==> src/rtl/truth_sweep_pkg.sv <==
// Shared definitions for the truth-table sweeper: FSM encoding and hold timer width.
package truth_sweep_pkg;

  // Width of the per-vector hold counter; covers HOLD up to 255.
  localparam int HOLD_W = 8;

  typedef enum logic [1:0] {
    ST_IDLE = 2'd0,
    ST_RUN  = 2'd1,
    ST_FIN  = 2'd2
  } state_t;

endpackage

==> src/rtl/truth_sweep_hold_timer.sv <==
// Per-vector hold timer: while running, counts HOLD cycles and raises tick on
// the last cycle of each window. Held at zero whenever not running, so a new
// sweep always begins with a fresh window.
module hold_timer
  import truth_sweep_pkg::*;
#(
  parameter int HOLD = 1
) (
  input  logic clk,
  input  logic rst,
  input  logic run_i,
  output logic tick
);

  localparam logic [HOLD_W-1:0] LAST    = HOLD_W'(HOLD - 1);
  localparam logic [HOLD_W-1:0] CNT_ONE = HOLD_W'(1);

  logic [HOLD_W-1:0] cnt_q;
  logic [HOLD_W-1:0] cnt_d;

  // Window end detection and next count value.
  always_comb begin
    tick  = run_i && (cnt_q == LAST);
    cnt_d = cnt_q + CNT_ONE;
    if (!run_i || tick) begin
      cnt_d = '0;
    end
  end

  // Hold counter register.
  always_ff @(posedge clk) begin
    if (rst) begin
      cnt_q <= '0;
    end else begin
      cnt_q <= cnt_d;
    end
  end

endmodule

==> src/rtl/truth_sweep.sv <==
// Exhaustive truth-table sweeper: drives every N-bit input vector to a
// combinational function, samples its output once per hold window, and counts
// ones and mismatches against an expected truth table.
module truth_sweep
  import truth_sweep_pkg::*;
#(
  parameter int N    = 4,
  parameter int HOLD = 1
) (
  input  logic            clk,
  input  logic            rst,
  input  logic            start,
  input  logic [2**N-1:0] tt,
  input  logic            dut_y,
  output logic [N-1:0]    vec,
  output logic            busy,
  output logic            done,
  output logic [N:0]      ones_cnt,
  output logic [N:0]      err_cnt,
  output logic [N-1:0]    first_err,
  output logic            err_flag
);

  localparam logic [N-1:0] VEC_LAST = '1;
  localparam logic [N-1:0] VEC_ONE  = {{(N-1){1'b0}}, 1'b1};
  localparam logic [N:0]   CNT_ONE  = {{N{1'b0}}, 1'b1};

  state_t       state_q;
  logic [N-1:0] vec_q;
  logic         busy_q;
  logic         done_q;
  logic [N:0]   ones_q;
  logic [N:0]   err_q;
  logic [N-1:0] ferr_q;
  logic         eflag_q;

  logic         run;
  logic         tick;
  logic         mism;
  logic         last_vec;

  assign run = (state_q == ST_RUN);

  hold_timer #(
    .HOLD (HOLD)
  ) u_hold (
    .clk   (clk),
    .rst   (rst),
    .run_i (run),
    .tick  (tick)
  );

  // Compare the observed output against the live truth table entry.
  always_comb begin
    mism     = dut_y ^ tt[vec_q];
    last_vec = (vec_q == VEC_LAST);
  end

  // Sweep controller with registered outputs and result counters.
  always_ff @(posedge clk) begin
    if (rst) begin
      state_q <= ST_IDLE;
      vec_q   <= '0;
      busy_q  <= 1'b0;
      done_q  <= 1'b0;
      ones_q  <= '0;
      err_q   <= '0;
      ferr_q  <= '0;
      eflag_q <= 1'b0;
    end else begin
      done_q <= 1'b0;
      case (state_q)
        ST_IDLE: begin
          if (start) begin
            state_q <= ST_RUN;
            vec_q   <= '0;
            busy_q  <= 1'b1;
            ones_q  <= '0;
            err_q   <= '0;
            ferr_q  <= '0;
            eflag_q <= 1'b0;
          end
        end
        ST_RUN: begin
          if (tick) begin
            if (dut_y) begin
              ones_q <= ones_q + CNT_ONE;
            end
            if (mism) begin
              err_q <= err_q + CNT_ONE;
              // Only the first mismatch of a sweep is recorded.
              if (!eflag_q) begin
                ferr_q  <= vec_q;
                eflag_q <= 1'b1;
              end
            end
            // The last vector stays on vec until the next sweep starts.
            if (last_vec) begin
              state_q <= ST_FIN;
              busy_q  <= 1'b0;
              done_q  <= 1'b1;
            end else begin
              vec_q <= vec_q + VEC_ONE;
            end
          end
        end
        ST_FIN: begin
          state_q <= ST_IDLE;
        end
        default: begin
          state_q <= ST_IDLE;
          busy_q  <= 1'b0;
        end
      endcase
    end
  end

  assign vec       = vec_q;
  assign busy      = busy_q;
  assign done      = done_q;
  assign ones_cnt  = ones_q;
  assign err_cnt   = err_q;
  assign first_err = ferr_q;
  assign err_flag  = eflag_q;

endmodule

==> config.mk <==
export PLATFORM = sky130hd
export DESIGN_NAME = truth_sweep
export DESIGN_NICKNAME = d
export VERILOG_FILES = /design/src/rtl/truth_sweep_pkg.sv /design/src/rtl/truth_sweep_hold_timer.sv /design/src/rtl/truth_sweep.sv
export SDC_FILE = /design/constraint.sdc
export NUM_CORES = 1
export LEC_CHECK = 0
export BUFFER_PORTS_ARGS = -buffer_cell sky130_fd_sc_hd__clkbuf_2
export CAP_MARGIN = 20
export CORE_MARGIN = 2
export CORE_UTILIZATION = 46
export CTS_CLUSTER_SIZE = 8
export DETAILED_ROUTE_END_ITERATION = 16
export GPL_ROUTABILITY_DRIVEN = 0
export HOLD_SLACK_MARGIN = 0.02
export PLACE_DENSITY_LB_ADDON = 0.05
export SETUP_SLACK_MARGIN = 0.3
export SLEW_MARGIN = 0
export SYNTH_ARGS = -nofsm -noshare
export SYNTH_HDL_FRONTEND = slang
export SYNTH_HIERARCHICAL = 1
export SYNTH_SLANG_ARGS = --single-unit
==> constraint.sdc <==
create_clock -name clk -period 2.3 [get_ports clk]
set_input_delay 0.46 -clock clk [delete_from_list [all_inputs] [get_ports clk]]
set_output_delay 0.46 -clock clk [all_outputs]
set_load 0.02 [all_outputs]
Yosys cells after proc, flatten, opt, wreduce, memory -nomap -nowiden. Index checks and enable logic that the tools add are counted.

Word-level logic and storage cells: 72. Flip-flop bits (word level): 31.

Multiplexer cells: 30. Order comparisons: 1. Add/subtract/negate cells: 4. Bitwise logic cells: 4. Reduce and logical (&&, ||, !) cells: 14. Equal/unequal tests: 10.

Operator list (count): 5-bit two-way mux (5); 4-bit two-way mux (6); 5-bit case mux with 2 select lines (2); 4-bit case mux with 2 select lines (2); 4-bit AND reduction (4); 2-bit != test, second input constant (7); 5-bit by 1-bit adder with 5-bit output, second input constant (2); 8-bit by 1-bit adder with 8-bit output, second input constant (1); 8-bit logical NOT (1); 1-bit two-way mux (8); 2-bit two-way mux (3); 4-bit by 5-bit < comparator with 1-bit output, second input constant (1); 5-bit AND reduction (1); 4-bit by 1-bit adder with 4-bit output, second input constant (1); 1-bit binary-select mux with 4-bit select (1); 4-bit equality test, second input constant (1); 2-bit case mux with 2 select lines (1); 1-bit inverter (3); 1-bit case mux with 3 select lines (1); 3-bit AND reduction (1); 3-bit OR reduction (1); 2-bit by 1-bit equality test with 1-bit output, second input constant (1); 2-bit equality test, second input constant (1); 2-bit logical NOT (1); other kinds (7) (7).

Logic depth before layout (Yosys ltp).
Depth after elaboration: 6. Depth in mapped cells: 10. Depth with buffers taken out: 9.

Cells and area by module. Netlist, hierarchy kept.

Modules (own cells, without submodules): truth_sweep (area each 1179.9 um2, seq. area each 460.4 um2, cells each 128, times used 1); hold_timer (area each 367.9 um2, seq. area each 160.2 um2, cells each 42, times used 1).

Worst setup path after synthesis. Ideal clock, no wire load.

Kind: flip-flop to flip-flop. Start point: register vec_q[0], in the netlist vec[0]. End point: register err_q[3], in the netlist err_cnt[3]. Path buffers: 1. Setup time: 0.074 ns. Cell stages (with the launch flop): 7. Clock period less this slack: 2.549 ns. Data required time: 2.226 ns. Arrival: 2.474 ns. Setup slack: -0.249 ns. Cells stage by stage: dfxtp_1 > buf_6 > mux4_2 > mux4_2 > xnor2_2 > or4_1 > a31oi_1.

Longest elaborated chain between the ends: 5.

Ends and longest elaborated chain: from (decl) (line truth_sweep.sv:29) `logic [N-1:0] vec_q;`; from (signal assigned) (line truth_sweep.sv:103) `vec_q <= vec_q + VEC_ONE;`; 1-bit binary-select mux with 4-bit select (line truth_sweep.sv:55) `mism = dut_y ^ tt[vec_q];`; 1-bit two-way mux (not written as such) (line truth_sweep.sv:55); 1-bit XOR (line truth_sweep.sv:55); 2-bit != test (no source line); 4-bit AND reduction (no source line); to (signal assigned) (line truth_sweep.sv:90) `err_q <= err_q + CNT_ONE;`; to (decl) (line truth_sweep.sv:33) `logic [N:0] err_q;`.

No other way between the ends. The select of a mux whose other input is x is not followed. A chain may end at the register's enable or synchronous reset.

Worst setup path after layout.
Start point: register vec_q[0], in the netlist vec[0]. End point: register err_q[4], in the netlist err_cnt[4].

The elaborated chain is that of the path after synthesis.

==> implementation parameters <==
Parameter                              Value

Run status
  Outcome    finished clean

Pwr
  Max IR drop VDD    0.3329 mV
  Overall power    1.041 mW
  Logic gate share of total power    0.159
  Proportion of power drawn by flip-flops and latches    0.532
  Net switching component of the power    276.8 uW
  Pwr Density    516.0 nW/um2
  Switching share of power    0.2658
  Pleak    0.8345 nW
  Power share of the clock group    0.309
  Int Pwr    764.6 uW

Setup path
  Required time of the critical path    2.56 ns
  Endpoint type of the worst setup path    flip-flop
  Startpoint type of the worst setup path    flip-flop
  End point of the critical path    err_cnt[4]
  Maximum fanout along the worst path    5
  Reg2reg setup slack    0.05 ns
  Critical Path Start    vec[0]
  Crit Reg-Reg Endpoint    err_cnt[4]
  Crit Reg-Reg Startpoint    vec[0]
  Cell count of the worst reg-to-reg path    5
  Critical path class    reg -> reg
  Data arrival time of the worst path    2.51 ns

Yosys
  Post-synth cell types    38
  Average instance area after synthesis    9.104 um2
  Netlist area before placement    1548 um2
  Most area-consuming cells after synthesis    sky130_fd_sc_hd__dfxtp_1 (40%), sky130_fd_sc_hd__mux4_2 (7.3%), sky130_fd_sc_hd__nor2_1 (4.9%), sky130_fd_sc_hd__ha_1 (4.0%), sky130_fd_sc_hd__xor2_1 (4.0%)
  Sequential area share after synthesis    0.4010
  Register bit count reported by yosys    31
  Post-Syn Nets    195
  Mapped Cells    170
  Fraction of synthesized cell area taken by the top area cell type    0.4010
  Synth area leader    sky130_fd_sc_hd__dfxtp_1
  Warning count from the yosys run    6

Floorplanning
  Chip height    62.01 um
  Die area    3845 um2
  Area inside the core boundary    3284 um2
  Number of ports placed on the die boundary    41
  Placement row count    21
  Die width    62.01 um
  Initial core utilization    0.4712

Drt
  Wire length per cell    13.25 um
  Initial DRC count    54
  DRT antenna net count    0
  Vias/cell    5.347
  Total number of vias    1449
  Count of unresolved DRC violations after routing    0
  Total wire length after detailed routing    3.591 mm
  Number of iterations in the first detailed-routing pass    4

Placed design
  Number of buffer cells added on primary ports    40
  Worst slack, placed    -0.08045 ns
  Half-perimeter wire length after placement    2.541 mm

Clock network
  Sink count of the clock tree    31
  Master cell of the clock root buffer    sky130_fd_sc_hd__clkbuf_4
  Level count of the clock H-tree    2
  Number of buffers on the longest clock path    2
  Post-CTS clock slew at the launch and capture registers of the worst setup and hold paths    0.10 ns
  Number of buffers inserted during clock tree synthesis    5
  TritonCTS clock tree    built
  Skew-Pair Late Insertion Delay    0.33 ns

STA
  Final max-slew violation count    0
  Final worst setup slack    0.04663 ns
  Actual slew at the worst max-slew pin    0.3413 ns
  Portion of the clock cycle consumed by the worst path in the final layout    0.9797
  Unrepaired setup endpoints after global routing    true
  Final setup skew    0.006742 ns
  Hold violation total from the final report    0
  Relative slew slack    0.7725
  Setup violations, final    0
  Time the final worst path needs with I/O delays and setup    2.253 ns
  Max Fclk    0.4438 GHz

Global routing
  Antenna violations before repair    0
  Global-route usage over all layers    0.1944
  Maximum number of pins on one net before global-route repair    18
  Global-route wire length before repair    5.437 mm
  Final global-route overflow total    0
  Via count of the first global-routing pass    1285

Min path
  Class of the worst hold path    in -> reg
  Cells on Worst Hold Path    3
  HP Start    start

Cells and area
  Share of post-route cells with drive strength above 1    0.3822
  Final net count    250
  Multi-input logic area    932.1 um2
  Total inserted antenna cells    0
  Syn-to-layout area delta    30.40%
  Flip-flop and latch area    625.6 um2
  Layout fillers    297

Flow run
  Reported max-cap violation count    0
[synth_stat cells]
library cell,instances
sky130_fd_sc_hd__mux2i_1,1
sky130_fd_sc_hd__mux4_2,5
sky130_fd_sc_hd__xor2_2,1
sky130_fd_sc_hd__o21ai_0,5
sky130_fd_sc_hd__nand4_1,3
sky130_fd_sc_hd__nand2_1,16
sky130_fd_sc_hd__nand4_2,1
sky130_fd_sc_hd__o211ai_1,2
sky130_fd_sc_hd__xnor2_1,2
sky130_fd_sc_hd__ha_1,5
sky130_fd_sc_hd__a21oi_1,7
sky130_fd_sc_hd__nand3_1,11
sky130_fd_sc_hd__clkbuf_1,4
sky130_fd_sc_hd__a22oi_1,1
sky130_fd_sc_hd__a31oi_1,4
sky130_fd_sc_hd__or2_2,1
sky130_fd_sc_hd__buf_2,2
sky130_fd_sc_hd__and3_1,2
sky130_fd_sc_hd__xnor2_2,1
sky130_fd_sc_hd__or4_1,4
sky130_fd_sc_hd__a21o_1,1
sky130_fd_sc_hd__nand2b_1,1
sky130_fd_sc_hd__dfxtp_1,31
sky130_fd_sc_hd__nor2b_1,1
sky130_fd_sc_hd__nor3_1,6
sky130_fd_sc_hd__a211o_2,1
sky130_fd_sc_hd__inv_1,8
sky130_fd_sc_hd__buf_6,1
sky130_fd_sc_hd__a21oi_4,1
sky130_fd_sc_hd__a21oi_2,1
sky130_fd_sc_hd__xor2_1,7
sky130_fd_sc_hd__nor2_1,20
sky130_fd_sc_hd__a22o_1,4
sky130_fd_sc_hd__nor4b_1,2
sky130_fd_sc_hd__a211oi_1,1
sky130_fd_sc_hd__o311ai_1,2
sky130_fd_sc_hd__o21ai_1,1
sky130_fd_sc_hd__or3_1,3
[worst min path at each step]
stage / endpoint / slack (ns)
floorplan: u_hold/cnt_q[0] / 0.45
global placement: first_err[0] / 0.46
detailed placement: first_err[0] / 0.47
CTS: state_q[0] / 0.43
global route: state_q[0] / 0.44
finish: state_q[0] / 0.45
[final cells by class]
| cell class | count | area share |
|---|---|---|
| well taps | 46 | 0.02852 |
| clock inverters | 1 | 0.002480 |
| clock buffers | 6 | 0.02542 |
| repair buffers | 55 | 0.1569 |
| flip-flops and latches | 31 | 0.3100 |
| inverters | 8 | 0.01488 |
| multi-input cells | 124 | 0.4619 |
[layout by cell type, fill, tap and decap left out, types with 3 or more instances in the layout]
master                     netlist  layout
sky130_fd_sc_hd__clkbuf_2        0      40
sky130_fd_sc_hd__dfxtp_1        31      29
sky130_fd_sc_hd__nor2_1         20      19
sky130_fd_sc_hd__nand2_1        16      16
sky130_fd_sc_hd__buf_4           0      14
sky130_fd_sc_hd__nand3_1        11      11
sky130_fd_sc_hd__a21oi_1         7       7
sky130_fd_sc_hd__xor2_1          7       7
sky130_fd_sc_hd__inv_1           8       6
sky130_fd_sc_hd__mux4_2          5       5
sky130_fd_sc_hd__nor3_1          6       5
sky130_fd_sc_hd__o21ai_0         5       5
sky130_fd_sc_hd__clkbuf_4        0       5
sky130_fd_sc_hd__or4_1           4       4
sky130_fd_sc_hd__a22o_1          4       4
sky130_fd_sc_hd__a31oi_1         4       4
sky130_fd_sc_hd__ha_1            5       4
sky130_fd_sc_hd__nand4_1         3       3
sky130_fd_sc_hd__or3_1           3       3
[flip-flops by register name, indices dropped and copies added (netlist names)]
name,count
first_err,4
err_cnt,5
ones_cnt,5
state_q,2
done,1
u_hold/cnt_q,8
busy,1
vec,4
err_flag,1
[what timing repair did]
item / 4_1_cts / 5_1_grt
endpoints found under the setup margin: 16 / 17
hold buffers: 0 / 0
pin swaps: 2 / 3
gates resized for setup: 5 / 11
gates cloned: 0 / 0
setup buffers: 1 / 0
[worst max-delay path, stage by stage, from the launching register on]
cell and delay [ns]:
sky130_fd_sc_hd__dfxtp_4 0.40, sky130_fd_sc_hd__mux4_2 0.50, sky130_fd_sc_hd__mux4_2 0.56, sky130_fd_sc_hd__xnor2_4 0.17, sky130_fd_sc_hd__or4_1 0.41, sky130_fd_sc_hd__a31oi_1 0.13
[power by group through the flow]
stage	clock network, mW	logic (mW)	registers, mW
after floorplan	0	0.0788	0.573
after global placement	0	0.144	0.566
after detailed placement	0	0.145	0.566
after CTS	0.336	0.158	0.554
after global routing	0.356	0.181	0.556
final	0.322	0.166	0.554
[cell families after synthesis]
kind of cell,synth area share
flip-flops,0.4010
AND/OR/NAND/NOR,0.2256
AO/OA/AOI/OAI,0.1390
adder cells (fa/ha/maj),0.04042
multiplexers,0.07923
XOR/XNOR,0.07196
buffers and inverters,0.04284
[through the flow]
stage | cell area, um2 | setup TNS (ns) | cells | hold slack, ns | utilization
3_3_place_gp | 1884 | -0.08896 | 263 | 0.4596 | 0.5737
3_5_place_dp | 1884 | -0.1387 | 263 | 0.4674 | 0.5737
5_1_grt | 2018 | -0.05246 | 271 | 0.4406 | 0.6145
6_report | 2018 | 0 | 271 | 0.4549 | 0.6145
4_1_cts | 1974 | 0 | 271 | 0.4343 | 0.6011
2_1_floorplan | 1558 | -0.03889 | 170 | 0.4523 | -
[metal layers]
layer,track usage,vias up,wire [um],part of all wire
met5,0,-,0,0
met1,0.2241,694,1538,0.43
li1,-,722,-,-
met2,0.3333,26,1852,0.52
met3,0.06832,7,127,0.035
met4,0.06687,0,72,0.020
Note: power is estimated with default switching activity, not from simulation.
